$ cat src/rtl/wb_regfile.sv
// wb_regfile: write-back stage and 32 x 32-bit general-purpose register file.
//   Selects the write-back value (ALU result or load data), commits it on the
//   rising clock edge, and serves two combinational read ports with
//   write-through bypass plus one un-bypassed debug read port.
// Ports:
//   Clk, Clrn          clock; asynchronous active-low reset clearing r1..r31
//   wWreg, wReg2reg    MEM/WB write enable and source select (1 = wC, 0 = wD)
//   wD, wC, wRd        MEM/WB load data, ALU result, destination register
//   Rs, Rt -> Qa, Qb   ID-stage read ports (bypassed)
//   DbgA -> DbgQ       observation read port (stored state only)
//   WbData, WbWe       selected write-back value and effective write strobe
module wb_regfile (
  input  logic        Clk,
  input  logic        Clrn,
  input  logic        wWreg,
  input  logic        wReg2reg,
  input  logic [31:0] wD,
  input  logic [31:0] wC,
  input  logic [4:0]  wRd,
  input  logic [4:0]  Rs,
  input  logic [4:0]  Rt,
  input  logic [4:0]  DbgA,
  output logic [31:0] Qa,
  output logic [31:0] Qb,
  output logic [31:0] DbgQ,
  output logic [31:0] WbData,
  output logic        WbWe
);

  // r0 is hard-wired to zero, so only r1..r31 are stored.
  logic [31:0] regs_q [1:31];
  logic [31:0] regs_d [1:31];

  logic [31:0] qa_st, qb_st, dbg_st;

  always_comb begin
    WbData = wReg2reg ? wC : wD;
    WbWe   = wWreg && (wRd != '0);
  end

  always_comb begin
    regs_d = regs_q;
    for (int unsigned i = 1; i < 32; i++) begin
      if (WbWe && (wRd == 5'(i))) regs_d[i] = WbData;
    end
  end

  always_ff @(posedge Clk or negedge Clrn) begin
    if (!Clrn) begin
      for (int unsigned i = 1; i < 32; i++) regs_q[i] <= '0;
    end else begin
      regs_q <= regs_d;
    end
  end

  always_comb begin
    qa_st  = (Rs   == '0) ? '0 : regs_q[Rs];
    qb_st  = (Rt   == '0) ? '0 : regs_q[Rt];
    dbg_st = (DbgA == '0) ? '0 : regs_q[DbgA];
  end

  // Bypass is gated by Clrn: during reset the pending write will not commit,
  // so the read ports must not advertise it.
  always_comb begin
    Qa   = qa_st;
    Qb   = qb_st;
    DbgQ = dbg_st;
    if (!Clrn) begin
      Qa = '0;
      Qb = '0;
    end else begin
      if (WbWe && (Rs == wRd)) Qa = WbData;
      if (WbWe && (Rt == wRd)) Qb = WbData;
    end
  end

endmodule

$ cat config.mk
export PLATFORM = sky130hd
export DESIGN_NAME = wb_regfile
export DESIGN_NICKNAME = d
export VERILOG_FILES = /design/src/rtl/wb_regfile.sv
export SDC_FILE = /design/constraint.sdc
export NUM_CORES = 2
export LEC_CHECK = 0
export ABC_AREA = 1
export CAP_MARGIN = 20
export CELL_PAD_IN_SITES_DETAIL_PLACEMENT = 1
export CELL_PAD_IN_SITES_GLOBAL_PLACEMENT = 1
export CORE_UTILIZATION = 48
export CTS_CLUSTER_SIZE = 25
export DETAILED_ROUTE_END_ITERATION = 8
export PLACE_DENSITY = 0.95
export SETUP_SLACK_MARGIN = 0.02
export SLEW_MARGIN = 25
export SYNTH_ARGS = -nofsm -noshare
export SYNTH_HDL_FRONTEND = slang
export SYNTH_SLANG_ARGS = --single-unit
$ cat constraint.sdc
create_clock -name Clk -period 2.6 [get_ports Clk]
set_clock_uncertainty 0.2 [all_clocks]
set_input_delay 0.26 -clock Clk [delete_from_list [all_inputs] [get_ports Clk]]
set_output_delay 0.26 -clock Clk [all_outputs]
set_load 0.1 [all_outputs]
==> impl_metrics.sql, run 1 <==
INSERT INTO impl_metrics (metric_group, metric, value, unit) VALUES
('clock_network', 'number_of_buffers_added_by_the_clock_tree_synthesis_step', '112', ''),
('yosys', 'synth.cell_area', '65800', 'um^2'),
('floorplan', 'die_w', '372.3', 'um'),
('yosys', 'synth.net_count', '10340', ''),
('placed_design', 'hpwlAfterDp', '266200', 'um'),
('yosys', 'synth_edf_count', '0', ''),
('yosys', 'synth.yosys.warnings', '0', ''),
('floorplan', 'initial_core_util', '0.4845', ''),
('yosys', 'synth_top_area_share', '0.3773', ''),
('yosys', 'leading_cell_type_by_number_of_instances_after_synthesis', 'sky130_fd_sc_hd__nand2_1', ''),
('placed_design', 'post_dp_cell_area', '76950', 'um^2'),
('placed_design', 'dpl.cell_count', '11990', ''),
('placed_design', 'dp_slack', '-0.6584', 'ns'),
('placed_design', 'gp_congestion', '1.015', ''),
('clock_network', 'clock-sinks', '992', ''),
('clock_network', 'ctsLongestPathBuffers', '3', ''),
('yosys', 'synth_sequential_area_ratio', '0.3773', ''),
('yosys', 'synth_area_per_cell', '6.421', 'um^2'),
('clock_network', 'clk_root_buffer_cell', 'sky130_fd_sc_hd__clkbuf_16', ''),
('outcome', 'stop_stage', '5_1_grt', ''),
('outcome', 'error_message', '[ERROR GRT-0116] Global routing finished with congestion. Check the congestion regions in the DRC Viewer.', ''),
('yosys', 'synth.distinct_cells', '26', ''),
('global_route', 'grt_first_pass_wirelength', '964400', 'um'),
('global_route', 'number_of_global_route_vias_before_repair', '124400', ''),
('yosys', 'asyncSetResetFlopFracSynth', '1.000', ''),
('global_route', 'grt_max_degree', '135', ''),
('global_route', 'groute.usage.overall', '0.9465', ''),
('floorplan', 'dieHeight', '372.3', 'um'),
('yosys', 'synth_seq_cells', '992', ''),
('outcome', 'run_status', 'aborted with a tool error', ''),
('yosys', 'synth.area.top_cells', 'sky130_fd_sc_hd__dfrtp_1 38%, sky130_fd_sc_hd__nand2_1 19%, sky130_fd_sc_hd__nand3_1 13%', ''),
('placed_design', 'place.port_buffers', '216', ''),
('yosys', 'post_synth_most_frequent_cells', '3392 x sky130_fd_sc_hd__nand2_1, 1654 x sky130_fd_sc_hd__nand3_1, 1005 x sky130_fd_sc_hd__o21ai_0, 992 x sky130_fd_sc_hd__dfrtp_1, 694 x sky130_fd_sc_hd__a21oi_1', ''),
('yosys', 'synthCells', '10250', ''),
('global_route', 'grt.overflow.total', '3305', ''),
('yosys', 'post-synth-top-area-cell', 'sky130_fd_sc_hd__dfrtp_1', ''),
('yosys', 'dominantRegCellSynth', 'sky130_fd_sc_hd__dfrtp_1', ''),
('floorplan', 'floorplan.rows', '135', ''),
('clock_network', 'htreeDepth', '3', ''),
('floorplan', 'ios', '217', '');
## cell families after synthesis
family / Yosys count / synth area share
AO/OA/AOI/OAI: 2353 / 0.1879
buffers and inverters: 1592 / 0.09756
XOR/XNOR: 8 / 0.001065
AND/OR/NAND/NOR: 5303 / 0.3362
flip-flops: 992 / 0.3773
## per-stage QoR
stage	TNS (ns)	utilization
CTS	-16.01	0.6386
detailed placement	-67.61	0.5666
global placement	-16.32	0.5666
floorplan	0	-
## per-layer routing
metal,track usage,overflow
met2,1.025,1743
met1,0.9203,330
met4,0.9672,886
met5,0.8154,38
met3,0.8884,308
## what timing repair did
item	4_1_cts
setup endpoints to repair	96
gates resized for setup	1127
pin swaps	425
cloned	9
endpoints found under the hold margin	745
setup buffers	259
hold buffers	21
==> run 2, diff against run 1 <==
CELL_PAD_IN_SITES_DETAIL_PLACEMENT = unset   (was 1)
CELL_PAD_IN_SITES_GLOBAL_PLACEMENT = unset   (was 1)
CORE_UTILIZATION = 40   (was 48)
CTS_CLUSTER_SIZE = unset   (was 25)
PLACE_DENSITY = unset   (was 0.95)
PLACE_DENSITY_LB_ADDON = 0.15   (was unset)
SETUP_SLACK_MARGIN = unset   (was 0.02)
==> impl_metrics.sql, run 2 <==
INSERT INTO impl_metrics (metric_group, metric, value, unit) VALUES
('placed_design', 'post_dp_cell_area', '79180', 'um^2'),
('yosys', 'synth.net_count', '10340', ''),
('floorplan', 'initial_core_util', '0.4038', ''),
('drt', 'drc', '0', ''),
('sta', 'period_needed', '2.781', 'ns'),
('power', 'power.density_cell_area', '665.7', 'nW/um^2'),
('yosys', 'synth.distinct_cells', '26', ''),
('floorplan', 'dieHeight', '407.6', 'um'),
('floorplan', 'floorplan.rows', '148', ''),
('floorplan', 'die_area', '166100', 'um^2'),
('sta', 'finalSetupViolations', '41', ''),
('clock_network', 'ctsLongestPathBuffers', '3', ''),
('drt', 'route.detailed.wl_per_inst', '26.25', 'um'),
('power', 'leakagePower', '42.90', 'nW'),
('global_route', 'number_of_global_route_vias_before_repair', '72570', ''),
('sta', 'clock.fmax', '0.3596', 'GHz'),
('layout', 'largest_reg_flops', '992', ''),
('drt', 'detailedRoute.firstPassIterationCount', '9', ''),
('sta', 'fin_crit_sh', '1.070', ''),
('placed_design', 'place.port_buffers', '216', ''),
('drt', 'route.final.wire_length', '343500', 'um'),
('setup_path', 'rr_endpoint', 'regs_q[94]$_DFFE_PN0P_', ''),
('global_route', 'grt.overflow.total', '0', ''),
('drt', 'drt-initial-drc-count', '12460', ''),
('floorplan', 'ios', '217', ''),
('setup_path', 'timing.critical_path.arrival', '2.32', 'ns'),
('sta', 'relSlewSlack', '0.3429', ''),
('yosys', 'dominantRegCellSynth', 'sky130_fd_sc_hd__dfrtp_1', ''),
('yosys', 'synthCells', '10250', ''),
('power', 'comb_power_share', '0.340', ''),
('layout', 'registers.top_by_ff_count', 'regs_q', ''),
('yosys', 'synth.area.top_cells', 'sky130_fd_sc_hd__dfrtp_1 38%, sky130_fd_sc_hd__nand2_1 19%, sky130_fd_sc_hd__nand3_1 13%', ''),
('sta', 'timing.final.max_slew_violations', '0', ''),
('power', 'report.power.total', '60.07', 'mW'),
('setup_path', 'regToRegStartpoint', 'regs_q[94]$_DFFE_PN0P_', ''),
('drt', 'postRouteAntennaNets', '0', ''),
('sta', 'post_route_setup_tns', '-1.781', 'ns'),
('setup_path', 'crit_path_start_kind', 'input pin', ''),
('layout', 'registers_with_the_highest_flip_flop_counts', 'regs_q (992)', ''),
('global_route', 'grt_antenna_before_repair', '15', ''),
('power', 'vdd.ir_drop.worst', '552.6', 'uV'),
('setup_path', 'critPathMaxFanout', '3', ''),
('outcome', 'run_status', 'finished with violations', ''),
('yosys', 'post-synth-top-area-cell', 'sky130_fd_sc_hd__dfrtp_1', ''),
('sta', 'tightest_slew', '0.9824', 'ns'),
('layout', 'final-instance-count-excl-fill', '13090', ''),
('yosys', 'synth_area_per_cell', '6.421', 'um^2'),
('setup_path', 'crit_path_cell_trace', 'clkdlybuf4s50_1 > o21ai_2 > inv_2 > o21ai_0 > buf_4 > a21oi_4 > buf_12 > buf_16', ''),
('yosys', 'synth.yosys.warnings', '0', ''),
('yosys', 'post_synth_most_frequent_cells', '3392 x sky130_fd_sc_hd__nand2_1, 1654 x sky130_fd_sc_hd__nand3_1, 1005 x sky130_fd_sc_hd__o21ai_0, 992 x sky130_fd_sc_hd__dfrtp_1, 694 x sky130_fd_sc_hd__a21oi_1', ''),
('clock_network', 'clk_root_buffer_cell', 'sky130_fd_sc_hd__clkbuf_16', ''),
('clock_network', 'tritoncts', 'done', ''),
('floorplan', 'die_w', '407.6', 'um'),
('setup_path', 'end_kind', 'primary output', ''),
('placed_design', 'dpl.cell_count', '12500', ''),
('yosys', 'synth_edf_count', '0', ''),
('yosys', 'synth_seq_cells', '992', ''),
('drt', 'vias', '79520', ''),
('global_route', 'grt_first_pass_wirelength', '494800', 'um'),
('layout', 'flow.area_growth_from_synthesis', '37.15', '%'),
('setup_path', 'reg2regPathDepth', '4', ''),
('yosys', 'synth_top_area_share', '0.3773', ''),
('power', 'power.share.sequential', '0.360', ''),
('yosys', 'leading_cell_type_by_number_of_instances_after_synthesis', 'sky130_fd_sc_hd__nand2_1', ''),
('power', 'internal_power', '37.39', 'mW'),
('sta', 'grt_setup_unrepaired', 'yes', ''),
('clock_network', 'clock_insertion_delay_worst_skew', '0.76', 'ns'),
('setup_path', 'crit_end', 'Qa[11]', ''),
('layout', 'fin_util', '0.5538', ''),
('global_route', 'grt_max_degree', '130', ''),
('placed_design', 'hpwlAfterDp', '216800', 'um'),
('drt', 'post_drt_via_cell_ratio', '6.077', ''),
('power', 'pwr-share-clk', '0.301', ''),
('outcome', 'violations_in_the_final_reports', 'setup timing', ''),
('layout', 'layout.cell_area.non_filler', '90250', 'um^2'),
('sta', 'report.final.hold_viol_count', '0', ''),
('clock_network', 'clock-sinks', '992', ''),
('sta', 'worst_setup_margin', '-0.1810', 'ns'),
('yosys', 'asyncSetResetFlopFracSynth', '1.000', ''),
('layout', 'final_cell_mix', '3266 x sky130_fd_sc_hd__nand2_1, 1218 x sky130_fd_sc_hd__nand3_1, 989 x sky130_fd_sc_hd__dfrtp_1, 786 x sky130_fd_sc_hd__o21ai_0, 751 x sky130_fd_sc_hd__buf_4', ''),
('clock_network', 'clk_transition_reported_paths', '0.06', 'ns'),
('setup_path', 'cpPeakStageDelay', '0.59', 'ns'),
('clock_network', 'number_of_buffers_added_by_the_clock_tree_synthesis_step', '118', ''),
('hold_path', 'min_path_type', 'input pin to asynchronous set/reset pin', ''),
('run', 'cap_viol_max_count', '0', ''),
('clock_network', 'htreeDepth', '3', ''),
('layout', 'final_common_cell', 'sky130_fd_sc_hd__nand2_1', ''),
('setup_path', 'worst-endpoint-required', '2.14', 'ns'),
('power', 'net-switching-power', '22.68', 'mW'),
('layout', 'finalNetCount', '10890', ''),
('setup_path', 'critPathSlowestCell', 'sky130_fd_sc_hd__o21ai_2', ''),
('yosys', 'synth_sequential_area_ratio', '0.3773', ''),
('setup_path', 'r2r_setup_slack', '1.45', 'ns'),
('global_route', 'groute.usage.overall', '0.3963', ''),
('layout', 'post_route_cells_drive_above_1_share', '0.2212', ''),
('yosys', 'synth.cell_area', '65800', 'um^2'),
('floorplan', 'coreArea', '163000', 'um^2'),
('placed_design', 'gp_congestion', '0.9712', ''),
('setup_path', 'critical_path.startpoint', 'wD[11]', ''),
('power', 'sw_frac_of_total', '0.3776', ''),
('setup_path', 'path_class', 'input pin to primary output', '');
run 2: worst min path at each step:
stage | endpoint | startpoint | depth (start not counted) | slack (ns)
floorplan | regs_q[0]$_DFFE_PN0P_ | Clrn | 0 | -0.24
global placement | regs_q[483]$_DFFE_PN0P_ | Clrn | 1 | -0.04
detailed placement | regs_q[483]$_DFFE_PN0P_ | Clrn | 1 | -0.05
CTS | regs_q[454]$_DFFE_PN0P_ | Clrn | 7 | 0.02
global route | regs_q[625]$_DFFE_PN0P_ | wRd[1] | 6 | 0.05
finish | regs_q[853]$_DFFE_PN0P_ | Clrn | 6 | 0.02
run 2: kinds of logic (layout without fill, tap and decap cells):
family | count (synthesis) | in the layout | share of synthesized area
simple gates | 5303 | 5303 | 0.3362
compound gates | 2353 | 2353 | 0.1879
buf+inv | 1592 | 2246 | 0.09756
flops | 992 | 992 | 0.3773
xor+xnor | 8 | 8 | 0.001065
other cells | 0 | 8 | 0
run 2: final cells by class:
class	count	area [um^2]
clock buffers	176	3523
fillers	15360	72710
multi-input cells	7664	39120
repair inverters	1	11.26
inverters	666	2577
clock inverters	47	629.4
repair buffers	1356	16820
well taps	2175	2721
flip-flops and latches	992	24830
diodes	8	20.02
run 2: metrics by stage:
| stage | setup WS, ns | hold WS (ns) |
|---|---|---|
| 3_3_place_gp | -0.3333 | -0.04127 |
| 2_1_floorplan | 0.005920 | -0.2356 |
| 5_1_grt | -0.2171 | 0.05313 |
| 6_report | -0.1810 | 0.01799 |
| 4_1_cts | -0.1659 | 0.02219 |
| 3_5_place_dp | -0.3731 | -0.04774 |
run 2: critical path: cells and delay by family:
kind / cells / cell delay (ns)
buffers and inverters: 5 / 1.18
AO/OA/AOI/OAI: 3 / 0.87
run 2: what timing repair did:
item,4_1_cts,5_1_grt
setup endpoints to repair,96,96
pin swaps,222,426
cloned,7,6
hold endpoints to repair,668,0
hold buffers,13,0
gates resized for setup,470,681
buffers inserted,168,184
run 2: routing by layer:
metal | vias up | track usage | routed length (um)
met4 | 10 | 0.2250 | 23080
li1 | 34910 | - | -
met2 | 5916 | 0.5700 | 141000
met1 | 37370 | 0.5320 | 132200
met5 | - | 0 | 71
met3 | 1315 | 0.1105 | 47180
run 2: power groups by stage:
stage | clock network, mW | logic, mW | registers (mW)
floorplan | 0 | 10.9 | 20.9
global placement | 0 | 16.7 | 21.7
detailed placement | 0 | 17.0 | 21.7
CTS | 18.1 | 18.4 | 21.4
global route | 18.7 | 22.2 | 21.9
finish | 18.1 | 20.4 | 21.6
Note: power is estimated with default switching activity, not from simulation.
